===== config.mk =====
export PLATFORM = sky130hd
export DESIGN_NAME = note_sequencer_flat
export DESIGN_NICKNAME = d
export VERILOG_FILES = /design/src/rtl/note_seq_if.sv /design/src/rtl/note_sequencer.sv /design/src/flat_wrapper.sv
export SDC_FILE = /design/constraint.sdc
export NUM_CORES = 1
export LEC_CHECK = 0
export CAP_MARGIN = 20
export CORE_ASPECT_RATIO = 0.75
export CORE_MARGIN = 4
export CORE_UTILIZATION = 49
export DETAILED_ROUTE_END_ITERATION = 16
export PLACE_DENSITY = 0.78
export SYNTH_ARGS = -nofsm -noshare
export SYNTH_HDL_FRONTEND = slang
export SYNTH_SLANG_ARGS = --single-unit

===== constraint.sdc =====
create_clock -name clk -period 2.3 [get_ports clk]
set_clock_uncertainty 0.1 [all_clocks]
set_input_delay 0.46 -clock clk [delete_from_list [all_inputs] [get_ports clk]]
set_output_delay 0.46 -clock clk [all_outputs]
set_load 0.01 [all_outputs]

===== src/rtl/note_seq_if.sv =====
// Bus bundle for note_sequencer: playback commands, program tick, song
// memory read port and the audio/status outputs.
// master = controller/memory side, slave = the sequencer itself.
interface note_seq_if #(
    parameter int ADDR_W = 8,
    parameter int DUR_W  = 8
) ();
    logic                tick;
    logic                cmd_play;
    logic                cmd_pause;
    logic                cmd_stop;
    logic [ADDR_W-1:0]   song_base;
    logic                mem_rd;
    logic [ADDR_W-1:0]   mem_addr;
    logic [9+DUR_W-1:0]  mem_data;
    logic [8:0]          notes_out;
    logic                playing;
    logic                busy;
    logic                song_done;

    modport master (
        output tick, cmd_play, cmd_pause, cmd_stop, song_base, mem_data,
        input  mem_rd, mem_addr, notes_out, playing, busy, song_done
    );

    modport slave (
        input  tick, cmd_play, cmd_pause, cmd_stop, song_base, mem_data,
        output mem_rd, mem_addr, notes_out, playing, busy, song_done
    );
endinterface


===== src/rtl/note_sequencer.sv =====
// note_sequencer: walks a song table in memory, one entry per note
// ({duration, notes}), holding each note for `duration` program ticks with
// an optional silent gap between entries. Supports play/pause/stop.
// Optional feature macro SEQ_LOOP_EN: restart at the captured song base on
// the end marker instead of finishing.
module note_sequencer #(
    parameter int ADDR_W    = 8,
    parameter int DUR_W     = 8,
    parameter int GAP_TICKS = 1
) (
    input  logic     clk,
    input  logic     sys_rst_n,
    note_seq_if.slave bus
);
    localparam int GAP_W = (GAP_TICKS < 2) ? 1 : $clog2(GAP_TICKS + 1);
    localparam logic [GAP_W-1:0] GAP_INIT = GAP_W'(GAP_TICKS);
    localparam bit   LEGATO = (GAP_TICKS == 0);

    typedef enum logic [2:0] {
        S_IDLE, S_FETCH, S_LATCH, S_PLAY, S_GAP, S_PAUSED
    } state_t;

    state_t             state_q, state_d;
    state_t             ret_q, ret_d;
    logic [ADDR_W-1:0]  addr_q, addr_d;
    logic [8:0]         cur_q, cur_d;       // notes of the entry being played
    logic [8:0]         notes_q, notes_d;
    logic [DUR_W-1:0]   dur_q, dur_d;
    logic [GAP_W-1:0]   gap_q, gap_d;
    logic               rd_q, rd_d;
    logic               playing_q, playing_d;
    logic               busy_q, busy_d;
    logic               done_q, done_d;
`ifdef SEQ_LOOP_EN
    logic [ADDR_W-1:0]  base_q, base_d;     // song start, for looping
    logic               first_q, first_d;   // next LATCH is the song's first entry
`endif

    logic [8:0]         ent_notes;
    logic [DUR_W-1:0]   ent_dur;
    assign ent_notes = bus.mem_data[8:0];
    assign ent_dur   = bus.mem_data[9+DUR_W-1:9];

    // State register and registered outputs, synchronous active-low reset.
    always_ff @(posedge clk) begin
        if (!sys_rst_n) begin
            state_q   <= S_IDLE;
            ret_q     <= S_IDLE;
            addr_q    <= '0;
            cur_q     <= '0;
            notes_q   <= '0;
            dur_q     <= '0;
            gap_q     <= '0;
            rd_q      <= 1'b0;
            playing_q <= 1'b0;
            busy_q    <= 1'b0;
            done_q    <= 1'b0;
`ifdef SEQ_LOOP_EN
            base_q    <= '0;
            first_q   <= 1'b0;
`endif
        end else begin
            state_q   <= state_d;
            ret_q     <= ret_d;
            addr_q    <= addr_d;
            cur_q     <= cur_d;
            notes_q   <= notes_d;
            dur_q     <= dur_d;
            gap_q     <= gap_d;
            rd_q      <= rd_d;
            playing_q <= playing_d;
            busy_q    <= busy_d;
            done_q    <= done_d;
`ifdef SEQ_LOOP_EN
            base_q    <= base_d;
            first_q   <= first_d;
`endif
        end
    end

    // Next state and counters; outputs are derived from the next state so
    // they can be registered. Stop beats pause beats play; a tick arriving
    // with an accepted command is dropped.
    always_comb begin
        state_d = state_q;
        ret_d   = ret_q;
        addr_d  = addr_q;
        cur_d   = cur_q;
        dur_d   = dur_q;
        gap_d   = gap_q;
        done_d  = 1'b0;
`ifdef SEQ_LOOP_EN
        base_d  = base_q;
        first_d = first_q;
`endif
        if (bus.cmd_stop) begin
            state_d = S_IDLE;
            dur_d   = '0;
            gap_d   = '0;
        end else begin
            case (state_q)
                S_IDLE: begin
                    if (bus.cmd_play) begin
                        state_d = S_FETCH;
                        addr_d  = bus.song_base;
`ifdef SEQ_LOOP_EN
                        base_d  = bus.song_base;
                        first_d = 1'b1;
`endif
                    end
                end
                S_FETCH: state_d = S_LATCH;
                S_LATCH: begin
                    if (ent_dur == '0) begin
`ifdef SEQ_LOOP_EN
                        // An empty song still finishes; otherwise loop.
                        if (first_q) begin
                            done_d  = 1'b1;
                            state_d = S_IDLE;
                        end else begin
                            state_d = S_FETCH;
                            addr_d  = base_q;
                        end
`else
                        done_d  = 1'b1;
                        state_d = S_IDLE;
`endif
                    end else begin
                        cur_d   = ent_notes;
                        dur_d   = ent_dur;
                        state_d = S_PLAY;
`ifdef SEQ_LOOP_EN
                        first_d = 1'b0;
`endif
                    end
                end
                S_PLAY: begin
                    if (bus.cmd_pause) begin
                        ret_d   = S_PLAY;
                        state_d = S_PAUSED;
                    end else if (bus.tick) begin
                        if (dur_q == DUR_W'(1)) begin
                            dur_d = '0;
                            if (LEGATO) begin
                                state_d = S_FETCH;
                                addr_d  = addr_q + 1'b1;
                            end else begin
                                state_d = S_GAP;
                                gap_d   = GAP_INIT;
                            end
                        end else begin
                            dur_d = dur_q - 1'b1;
                        end
                    end
                end
                S_GAP: begin
                    if (bus.cmd_pause) begin
                        ret_d   = S_GAP;
                        state_d = S_PAUSED;
                    end else if (bus.tick) begin
                        if (gap_q <= GAP_W'(1)) begin
                            gap_d   = '0;
                            state_d = S_FETCH;
                            addr_d  = addr_q + 1'b1;
                        end else begin
                            gap_d = gap_q - 1'b1;
                        end
                    end
                end
                S_PAUSED: begin
                    if (!bus.cmd_pause && bus.cmd_play) state_d = ret_q;
                end
                default: state_d = S_IDLE;
            endcase
        end

        notes_d   = (state_d == S_PLAY) ? cur_d : 9'd0;
        rd_d      = (state_d == S_FETCH);
        playing_d = (state_d == S_PLAY) || (state_d == S_GAP);
        busy_d    = (state_d != S_IDLE);
    end

    assign bus.mem_rd    = rd_q;
    assign bus.mem_addr  = addr_q;
    assign bus.notes_out = notes_q;
    assign bus.playing   = playing_q;
    assign bus.busy      = busy_q;
    assign bus.song_done = done_q;
endmodule


===== src/flat_wrapper.sv =====
// flat-port wrapper written by rule: the top's interface ports become plain ports
module note_sequencer_flat 
#(
    parameter int ADDR_W    = 8,
    parameter int DUR_W     = 8,
    parameter int GAP_TICKS = 1
)
  (clk, sys_rst_n, bus_tick, bus_cmd_play, bus_cmd_pause, bus_cmd_stop, bus_song_base, bus_mem_data, bus_mem_rd, bus_mem_addr, bus_notes_out, bus_playing, bus_busy, bus_song_done);
  note_seq_if #(.ADDR_W(ADDR_W), .DUR_W(DUR_W)) bus_i ();
  input  logic clk;
  input  logic sys_rst_n;
  input wire logic [$bits(bus_i.tick)-1:0] bus_tick;
  input wire logic [$bits(bus_i.cmd_play)-1:0] bus_cmd_play;
  input wire logic [$bits(bus_i.cmd_pause)-1:0] bus_cmd_pause;
  input wire logic [$bits(bus_i.cmd_stop)-1:0] bus_cmd_stop;
  input wire logic [$bits(bus_i.song_base)-1:0] bus_song_base;
  input wire logic [$bits(bus_i.mem_data)-1:0] bus_mem_data;
  output wire logic [$bits(bus_i.mem_rd)-1:0] bus_mem_rd;
  output wire logic [$bits(bus_i.mem_addr)-1:0] bus_mem_addr;
  output wire logic [$bits(bus_i.notes_out)-1:0] bus_notes_out;
  output wire logic [$bits(bus_i.playing)-1:0] bus_playing;
  output wire logic [$bits(bus_i.busy)-1:0] bus_busy;
  output wire logic [$bits(bus_i.song_done)-1:0] bus_song_done;
  assign bus_i.tick = bus_tick;
  assign bus_i.cmd_play = bus_cmd_play;
  assign bus_i.cmd_pause = bus_cmd_pause;
  assign bus_i.cmd_stop = bus_cmd_stop;
  assign bus_i.song_base = bus_song_base;
  assign bus_i.mem_data = bus_mem_data;
  assign bus_mem_rd = bus_i.mem_rd;
  assign bus_mem_addr = bus_i.mem_addr;
  assign bus_notes_out = bus_i.notes_out;
  assign bus_playing = bus_i.playing;
  assign bus_busy = bus_i.busy;
  assign bus_song_done = bus_i.song_done;
  note_sequencer #(.ADDR_W(ADDR_W), .DUR_W(DUR_W), .GAP_TICKS(GAP_TICKS)) u_core (.clk(clk), .sys_rst_n(sys_rst_n), .bus(bus_i));
endmodule

==> qor.csv, run 1 <==
stage,metric,value,unit
run_status,outcome,"finished, final reports clean",
finish,multi_input_area,1155,µm²
cts,clk_pin_slew_worst_paths,0.08,ns
detailed_routing,met1_length,2392,µm
synthesis,yosysMostFrequentCell,dfxtp_1,
synthesis,syn_area_per_cell,8.594,µm²
synthesis,synthTopCellsByCount,"dfxtp_1 (43), nor2_1 (37), nand2_1 (23)",
worst_setup_path,end_kind,register,
timing,layout_min_cycle_time,2.194,ns
min_path,hold_depth,2,
detailed_routing,top_layer,met4,
detailed_routing,vias_per_cell,5.484,
timing,worstMarginPinSlew,0.5125,ns
floorplanning,core_area,4079,µm²
pwr,total_power,1.580,mW
global_route,track_usage,0.1996,
detailed_routing,drt_first_pass_iters,5,
worst_setup_path,cp-start-kind,input pin,
cts,insertion_delay,0.29,ns
finish,area_delta_synth_final,41.17,%
place,hpwl,4027,µm
synthesis,synthesis.nets,278,
finish,drive_above_1_share,0.1536,
floorplanning,ios,52,
cts,cts_sinks,43,
timing,setup_tns,0,ns
pwr,power.leakage,1.075,nW
worst_setup_path,cp.required,2.43,ns
synthesis,synth_top_area_cell,dfxtp_1,
synthesis,synth.distinct_cells,54,
finish,seqCellArea,860.8,µm²
place,io_buffers,51,
synthesis,async_flop_share,0,
detailed_routing,drc_errors,0,
timing,max_freq,455.7,MHz
finish,final_nets,352,
synthesis,synth_edf_count,0,
detailed_routing,wl_met3,322,µm
worst_setup_path,crit_type,input pin to register,
floorplanning,dieArea,5401,µm²
detailed_routing,wl,5302,µm
worst_setup_path,crit_arrival,2.32,ns
detailed_routing,met2_length,2539,µm
global_route,grt_overflow_total,0,
timing,hold_violations,0,
synthesis,syn_area,2097,µm²
floorplanning,start_util,0.5141,
synthesis,syn_inst,244,
detailed_routing,post_drt_wl_per_cell,14.18,µm
global_route,grt_pass1_vias,1886,
finish,final_core_util,0.7258,
synthesis,yosysSeqAreaShare,0.4105,
floorplanning,core.rowCount,20,
min_path,hp-class,register to register,
timing,drv_slew,0,
cts,cts_tree,yes,
timing,hold-worst-slack,0.3955,ns
synthesis,synth-main-ff-cell,dfxtp_1,
detailed_routing,vias,2051,
timing,period_share,0.9540,
global_route,antenna_found_initial,0,
cts,clock_path_buffers,2,
place,gp_congestion,0.9106,
cts,hold_buffers,0,
synthesis,ys_warn_count,0,
synthesis,ys_seq_elements,43,
place,dpl_cell_area,2843,µm²
global_route,grt_max_degree,18,
flow_run,drv_cap,0,
floorplanning,die-width,83.54,µm
cts,cts_buffers,5,
timing,max_slew_margin,0.6583,
finish,antennaDiodeCount,0,
detailed_routing,drt_iter0_drc,191,
cts,clockRootBuffer,clkbuf_8,
pwr,max-vdd-ir-drop,0.3924,mV
global_route,grt_pass1_wl,8694,µm
synthesis,synth_top_area_share,0.4105,
timing,rsz0062_at_grt,no,
worst_setup_path,reg2reg_depth,8,
pwr,power.density,533.9,nW/µm²
finish,fillers,312,
timing,finalSetupViolations,0,
finish,fin_area,2960,µm²
floorplanning,dieHeight,64.66,µm
worst_setup_path,path_max_fanout,9,
detailed_routing,postRouteAntennaNets,0,
synthesis,synth_area_leaders,"dfxtp_1 (41%), nor2_1 (6.6%), mux2i_1 (5.3%)",
cts,cts-htree-levels,2,
-- layout by cell type, fill, tap and decap left out, types with 3 or more instances in the layout --
master	instances
buf_4	28
a22oi_1	4
nor2_1	37
nand3b_1	4
o21ai_0	8
o21ai_1	4
nand2_1	23
ha_1	3
a21oi_1	20
a211oi_1	5
inv_1	4
nor2b_1	5
clkdlybuf4s50_1	51
dfxtp_1	43
o31ai_1	3
nand2b_1	4
mux2i_1	11
nor4_2	3
nand3_1	4
a21o_1	3
nor3_1	3
clkbuf_8	5
-- stage by stage --
step                      std cells  setup WS, ns
after CTS                       374       0.07022
after global routing            374       0.01229
after floorplan                 244        0.3946
final                           374        0.1058
after global placement          366       -0.1028
after detailed placement        366       -0.1567
-- per-layer routing --
layer	track usage	up-vias
met5	0	-
met4	0.05422	0
met3	0.04066	4
met2	0.3300	65
met1	0.2671	966
li1	-	1016
-- kinds of logic after synthesis --
| logic type | share of synthesized area |
|---|---|
| simple gates | 0.2422 |
| compound gates | 0.2333 |
| flops | 0.4105 |
| buf+inv | 0.03938 |
| mux | 0.05251 |
| fa+ha+maj | 0.01790 |
| xor+xnor | 0.004177 |
-- critical path: stages --
cell	delay [ns]
clkdlybuf4s50_1	0.59
buf_4	0.18
nor2b_1	0.04
a31oi_1	0.25
o31ai_2	0.12
a2111o_2	0.52
nor2_1	0.15
-- state kept, by name, summed over array words and instances (netlist names) --
name / flops
u_core.bus.busy: 1
u_core.bus.mem_addr: 8
u_core.bus.mem_rd: 1
u_core.bus.notes_out: 9
u_core.bus.playing: 1
u_core.bus.song_done: 1
u_core.cur_q: 9
u_core.dur_q: 8
u_core.ret_q: 2
u_core.state_q: 3
-- layout make-up --
type	count	area share
sequential	43	0.2908
clock inverter	3	0.01606
clock buffer	5	0.02325
multi-input combinational	183	0.3901
timing repair buffer	80	0.2502
inverter	5	0.006340
tap	55	0.02325
-- power breakdown --
| part | switching [mW] | total [mW] | internal, mW |
|---|---|---|---|
| registers | 0.0138 | 0.771 | 0.757 |
| clock network | 0.275 | 0.604 | 0.329 |
| logic | 0.0857 | 0.205 | 0.120 |
-- timing repair --
item,4_1_cts,5_1_grt
setup endpoints to repair,0,9
buffers inserted,0,0
resized for setup,0,1
-- path summary, 6_finish.rpt --
| kind | start | to | slack [ns] |
|---|---|---|---|
| max reg2reg | u_core.dur_q[1] | u_core.bus.notes_out[2] | 0.15 |
| min reg2reg | u_core.cur_q[5] | u_core.bus.notes_out[5] | 0.40 |
| max | bus_cmd_pause | u_core.bus.notes_out[2] | 0.11 |
| min | u_core.cur_q[5] | u_core.bus.notes_out[5] | 0.40 |
No activity file was read; power rests on OpenSTA's default activity.
==> run 2: changes to the inputs <==
==> constraint.sdc (replaced) <==
create_clock -name clk -period 2.2 [get_ports clk]
set_clock_uncertainty 0.1 [all_clocks]
set_input_delay 0.44 -clock clk [delete_from_list [all_inputs] [get_ports clk]]
set_output_delay 0.44 -clock clk [all_outputs]
set_load 0.01 [all_outputs]
==> run 2 against run 1 <==
First-iteration DRC count down 3.1%; global-route usage grew 1.2 points; register-to-register slack about the same; critical path depth is 1 lower; core utilization up 1.1 points; largest power group unchanged.
==> qor.csv, run 2 (synthesis gave the netlist of run 1 again) <==
stage,metric,value,unit,change
cts,cts_sinks,43,,unchanged
worst_setup_path,crit_path_end,u_core.bus.notes_out[2],,
floorplanning,dieHeight,64.66,µm,unchanged
global_route,track_usage,0.2118,,+0.01228
detailed_routing,vias,2108,,+2.8%
finish,antennaDiodeCount,0,,unchanged
global_route,grt_max_degree,18,,unchanged
timing,setup_tns,0,ns,unchanged
pwr,p_int,1.264,mW,+4.8%
worst_setup_path,crit_chain,clkdlybuf4s50_1 > nor3b_1 > o32ai_1 > o31ai_2 > a2111o_1 > nor2_1,,
finish,area_delta_synth_final,43.32,%,
run_status,outcome,"finished, final reports clean",,
cts,clock_path_buffers,2,,unchanged
pwr,max-vdd-ir-drop,0.3944,mV,+0.49%
timing,finalSetupViolations,0,,unchanged
finish,drive_above_1_share,0.1677,,+0.01410
timing,hold-worst-slack,0.3981,ns,+0.002577 ns
pwr,seqPwrFrac,0.482,,-0.006
global_route,grt_overflow_total,0,,unchanged
floorplanning,core_area,4079,µm²,unchanged
pwr,clockPowerShare,0.386,,+0.004
global_route,grt_use_met3,0.06607,,+0.02541
cts,clk_pin_slew_worst_paths,0.09,ns,about the same
worst_setup_path,crit_slowest_cell,clkdlybuf4s50_1,,
floorplanning,start_util,0.5141,,unchanged
detailed_routing,post_drt_wl_per_cell,15.41,µm,+8.7%
cts,post_cts.repair.setup_buffers,0,,unchanged
finish,final_nets,355,,+0.85%
detailed_routing,drt_iter0_drc,185,,-3.1%
place,io_buffers,51,,unchanged
cts,clockRootBuffer,clkbuf_8,,
floorplanning,die-width,83.54,µm,unchanged
detailed_routing,postRouteAntennaNets,0,,unchanged
min_path,hp-class,register to register,,
cts,cts_buffers,5,,unchanged
min_path,hold_depth,2,,unchanged
finish,layout_common_cells,"clkdlybuf4s50_1 (50), dfxtp_1 (43), nor2_1 (37)",,
place,gp_congestion,0.9093,,-0.14%
worst_setup_path,crit_arrival,2.29,ns,-0.03 ns
timing,max_slew_margin,0.5923,,-0.06601
pwr,power.leakage,1.102,nW,+2.5%
global_route,grt_use_met2,0.3380,,+0.008000
timing,drv_slew,0,,unchanged
timing,layout_min_cycle_time,2.146,ns,
worst_setup_path,crit_type,input pin to register,,
detailed_routing,wl,5809,µm,+9.6%
pwr,power.density,557.0,nW/µm²,+4.3%
place,hpwl,4162,µm,+3.3%
global_route,grt_pass1_vias,1979,,+4.9%
cts,cts_tree,yes,,
worst_setup_path,r2r_slack,0.14,ns,about the same
global_route,antenna_found_initial,0,,unchanged
timing,worstMarginPinSlew,0.6052,ns,+0.09262 ns
cts,insertion_delay,0.30,ns,about the same
global_route,busiest_layer,met2,,
global_route,grt_pass1_wl,9183,µm,+5.6%
detailed_routing,drt_first_pass_iters,5,,unchanged
flow_run,drv_cap,0,,unchanged
worst_setup_path,cp-start-kind,input pin,,
timing,hold_violations,0,,unchanged
worst_setup_path,crit_start,bus_cmd_play,,
timing,period_share,0.9753,,
detailed_routing,drc_errors,0,,unchanged
worst_setup_path,r2r-start,u_core.dur_q[1],,
finish,final_common_cell,clkdlybuf4s50_1,,
floorplanning,dieArea,5401,µm²,unchanged
finish,final_core_util,0.7368,,+0.01104
floorplanning,ios,52,,unchanged
pwr,p_sw,409.9,µW,+9.5%
cts,cts-htree-levels,2,,unchanged
worst_setup_path,path_max_fanout,5,,-4
global_route,grtUsageMet1,0.2791,,+0.01199
worst_setup_path,end_kind,register,,
pwr,comb_power_share,0.132,,+0.002
worst_setup_path,worst_path_largest_cell_delay,0.49,ns,-0.10 ns
worst_setup_path,reg2reg_depth,8,,unchanged
timing,max_freq,466.1,MHz,
pwr,p_sw_frac,0.2449,,+0.007977
cts,hold_buffers,0,,unchanged
worst_setup_path,cp.required,2.34,ns,-0.09 ns
pwr,total_power,1.674,mW,+5.9%
floorplanning,core.rowCount,20,,unchanged
detailed_routing,vias_per_cell,5.592,,+2.0%
worst_setup_path,r2r_end,u_core.bus.notes_out[2],,
-- run 2: worst max-delay path, delay by kind of cell --
family	cells	cell delay [ns]
simple gates	2	0.35
compound gates	3	1.02
buf+inv	1	0.49
-- run 2: per-layer routing --
metal | vias to the layer above | part of all wire
met2 | 66 | 0.47
li1 | 1031 | -
met5 | - | 0
met4 | 0 | 0.013
met3 | 7 | 0.060
met1 | 1004 | 0.45
-- run 2: area by class of cell --
cell class / count / area (µm²)
clock buffers: 5 / 68.82
clock inverters: 3 / 47.55
fillers: 323 / 1074
inverters: 5 / 18.77
multi-input cells: 184 / 1182
flip-flops and latches: 43 / 860.8
well taps: 55 / 68.82
repair buffers: 82 / 758.2
-- run 2: worst min-delay path by stage --
stage | from | end | slack, ns
global route | u_core.ret_q[1] | u_core.ret_q[1] | 0.41
detailed placement | u_core.ret_q[1] | u_core.ret_q[1] | 0.37
floorplan | u_core.ret_q[2] | u_core.ret_q[2] | 0.34
CTS | u_core.cur_q[8] | u_core.cur_q[8] | 0.40
finish | u_core.cur_q[8] | u_core.cur_q[8] | 0.40
global placement | u_core.cur_q[3] | u_core.bus.notes_out[3] | 0.37
-- run 2: through the flow --
| stage | instances | setup WS [ns] | instance area [µm²] |
|---|---|---|---|
| finish | 377 | 0.05437 | 3005 |
| floorplan | 244 | 0.3086 | 2097 |
| global placement | 368 | -0.1779 | 2858 |
| detailed placement | 368 | -0.2490 | 2858 |
| global route | 377 | -0.04006 | 3005 |
| CTS | 376 | 0.003848 | 2974 |
-- run 2: timing repair --
action                                 CTS  global route
setup endpoints to repair                0            10
endpoints found under the hold margin    0             0
resized for setup                        0             5
-- run 2: power by group through the flow --
stage	clock [mW]	combinational, mW	sequential (mW)
after floorplan	0	0.0864	0.824
after global placement	0	0.211	0.823
after detailed placement	0	0.215	0.824
after CTS	0.656	0.216	0.806
after global routing	0.688	0.239	0.809
final	0.646	0.221	0.806
==> run 3: changes to the inputs <==
--- a/config.mk
+++ b/config.mk
@@ -10,7 +10,9 @@
 export CORE_MARGIN = 4
 export CORE_UTILIZATION = 49
 export DETAILED_ROUTE_END_ITERATION = 16
+export GPL_ROUTABILITY_DRIVEN = 0
 export PLACE_DENSITY = 0.78
+export REMOVE_ABC_BUFFERS = 1
 export SYNTH_ARGS = -nofsm -noshare
 export SYNTH_HDL_FRONTEND = slang
 export SYNTH_SLANG_ARGS = --single-unit
==> run 3 against run 2 <==
Clock-buffer cell count stayed put; hold slack worse by 0.0077 ns; flip-flop and latch count stayed put; setup slack better by 0.050 ns; largest power group unchanged; largest cell class unchanged; design area is 1.2% lower; final cell count is 1.3% lower; highest routed layer unchanged; sequential power hardly changed; wire length is 10% lower; sequential share of layout area is 0.35 points higher; first-iteration DRC count is 49% lower.
==> qor.csv, run 3 (synthesis gave the netlist of run 1 again) <==
stage,metric,value,unit,change
pwr,power.leakage,1.068,nW,-3.0%
timing,finalSetupViolations,0,,unchanged
detailed_routing,postRouteAntennaNets,0,,unchanged
detailed_routing,wl,5221,µm,-10%
floorplanning,dieArea,5401,µm²,unchanged
finish,final_common_cell,clkdlybuf4s50_1,,
timing,worstMarginPinSlew,0.4951,ns,-0.1101 ns
timing,drv_slew,0,,unchanged
finish,seqCellArea,860.8,µm²,unchanged
worst_setup_path,cp-start-kind,register,,
floorplanning,core.rowCount,20,,unchanged
global_route,antenna_found_initial,0,,unchanged
worst_setup_path,crit_type,register to register,,
pwr,power.density,555.4,nW/µm²,-0.28%
timing,hold_violations,0,,unchanged
timing,max_slew_margin,0.6700,,+0.07766
min_path,hold_depth,2,,unchanged
detailed_routing,vias_per_cell,5.411,,-3.2%
cts,cts-htree-levels,2,,unchanged
worst_setup_path,end_kind,register,,
place,hpwl,4021,µm,-3.4%
min_path,hp-class,register to register,,
finish,antennaDiodeCount,0,,unchanged
floorplanning,start_util,0.5141,,unchanged
cts,insertion_delay,0.30,ns,about the same
floorplanning,die-width,83.54,µm,unchanged
timing,layout_min_cycle_time,2.095,ns,-0.05033 ns
worst_setup_path,r2r_end,u_core.bus.notes_out[5],,
cts,cts_sinks,43,,unchanged
global_route,grt_max_degree,18,,unchanged
detailed_routing,vias,2013,,-4.5%
global_route,track_usage,0.1996,,-0.01228
pwr,max-vdd-ir-drop,0.5348,mV,+36%
global_route,grt_pass1_wl,8811,µm,-4.1%
global_route,grt_pass1_vias,1942,,-1.9%
detailed_routing,drt_iter0_drc,95,,-49%
cts,cts_tree,yes,,
finish,area_delta_synth_final,41.59,%,
flow_run,drv_cap,0,,unchanged
worst_setup_path,path_max_fanout,9,,+4
finish,final_nets,350,,-1.4%
worst_setup_path,r2r-start,u_core.dur_q[1],,
detailed_routing,drt_first_pass_iters,4,,-1
place,io_buffers,51,,unchanged
cts,hold_buffers,0,,unchanged
cts,cts_buffers,5,,unchanged
finish,fillers,338,,+4.6%
worst_setup_path,worst_path_largest_cell_delay,0.52,ns,+0.03 ns
cts,clk_pin_slew_worst_paths,0.09,ns,about the same
floorplanning,ios,52,,unchanged
timing,max_freq,477.3,MHz,+2.4%
global_route,grt_overflow_total,0,,unchanged
worst_setup_path,cp.required,2.34,ns,about the same
worst_setup_path,crit_slowest_cell,a2111o_2,,
worst_setup_path,crit_chain,inv_1 > ha_1 > nor3b_1 > buf_4 > a31oi_1 > o31ai_2 > a2111o_2 > nor2_2,,
finish,multi_input_area,1167,µm²,-1.3%
detailed_routing,post_drt_wl_per_cell,14.03,µm,-8.9%
finish,final_core_util,0.7279,,-0.008896
timing,period_share,0.9524,,-0.02288
place,pre_cts_ws,-0.2420,ns,+0.007020 ns
min_path,min-delay-start,u_core.cur_q[4],,
cts,clockRootBuffer,clkbuf_8,,
detailed_routing,drc_errors,0,,unchanged
worst_setup_path,crit_arrival,2.24,ns,-0.05 ns
run_status,outcome,"finished, final reports clean",,
timing,fin_ws,0.1047,ns,+0.05033 ns
cts,clock_path_buffers,2,,unchanged
worst_setup_path,reg2reg_depth,8,,unchanged
min_path,min_to,u_core.bus.notes_out[4],,
worst_setup_path,r2r_slack,0.10,ns,-0.04 ns
floorplanning,dieHeight,64.66,µm,unchanged
finish,layout_common_cells,"clkdlybuf4s50_1 (51), dfxtp_1 (43), nor2_1 (35)",,
floorplanning,core_area,4079,µm²,unchanged
finish,drive_above_1_share,0.1577,,-0.009973
run 3: cell types whose count changed in the layout (fill, tap and decap cells not counted), moves of 2 or more:
cell,change
nor2_1,-2
a2111o_1,-2
nor2_2,+2
buf_4,-5
run 3: layout make-up:
cell class,count,share of cell area
well taps,55,0.02318
flip-flops and latches,43,0.2899
repair buffers,78,0.2486
clock buffers,5,0.02318
multi-input cells,183,0.3932
inverters,5,0.006321
clock inverters,3,0.01559
run 3: what timing repair did:
item | 4_1_cts | 5_1_grt
setup endpoints to repair | 0 | 9
buffers inserted | 0 | 0
resized for setup | 0 | 4
run 3: where the power goes:
part           internal, mW  total [mW]  switching (mW)
clock network         0.342       0.628           0.286
registers             0.791       0.806          0.0149
logic                 0.127       0.215          0.0883
total                  1.26        1.65           0.389
run 3: layer usage:
layer / global-route usage / part of all wire
met5: 0 / 0
met4: 0.06024 / 0.0088
met3: 0.05210 / 0.062
met2: 0.3160 / 0.45
met1: 0.2687 / 0.48
run 3: critical path, delay by kind of cell, from the launching register on:
family / cells / cell delay, ns
AOI/OAI and AO/OA: 3 / 0.90
adders and majority gates: 1 / 0.21
buffers and inverters: 2 / 0.22
and+or+nand+nor: 2 / 0.27
DFF: 1 / 0.33
run 3: stage by stage:
stage	power (mW)	TNS (ns)	cells	cell area, µm²	hold slack (ns)
3_3_place_gp	1.034	-2.081	364	2840	0.3663
5_1_grt	1.713	-0.0008469	372	2969	0.4267
6_report	1.649	0	372	2969	0.3904
4_1_cts	1.655	0	372	2955	0.3915
2_1_floorplan	0.9019	0	231	2033	0.3426
3_5_place_dp	1.037	-3.252	364	2840	0.3776
run 3: worst max path at each step:
stage	startpoint	to	slack, ns	depth (start not counted)
finish	u_core.dur_q[1]	u_core.bus.notes_out[5]	0.10	8
global route	bus_cmd_pause	u_core.bus.notes_out[6]	-0.0008	7
CTS	bus_cmd_play	u_core.bus.notes_out[5]	0.07	6
detailed placement	bus_cmd_play	u_core.bus.notes_out[5]	-0.24	6
global placement	bus_cmd_play	u_core.bus.notes_out[4]	-0.17	6
floorplan	bus_mem_data[10]	u_core.dur_q[0]	0.26	5
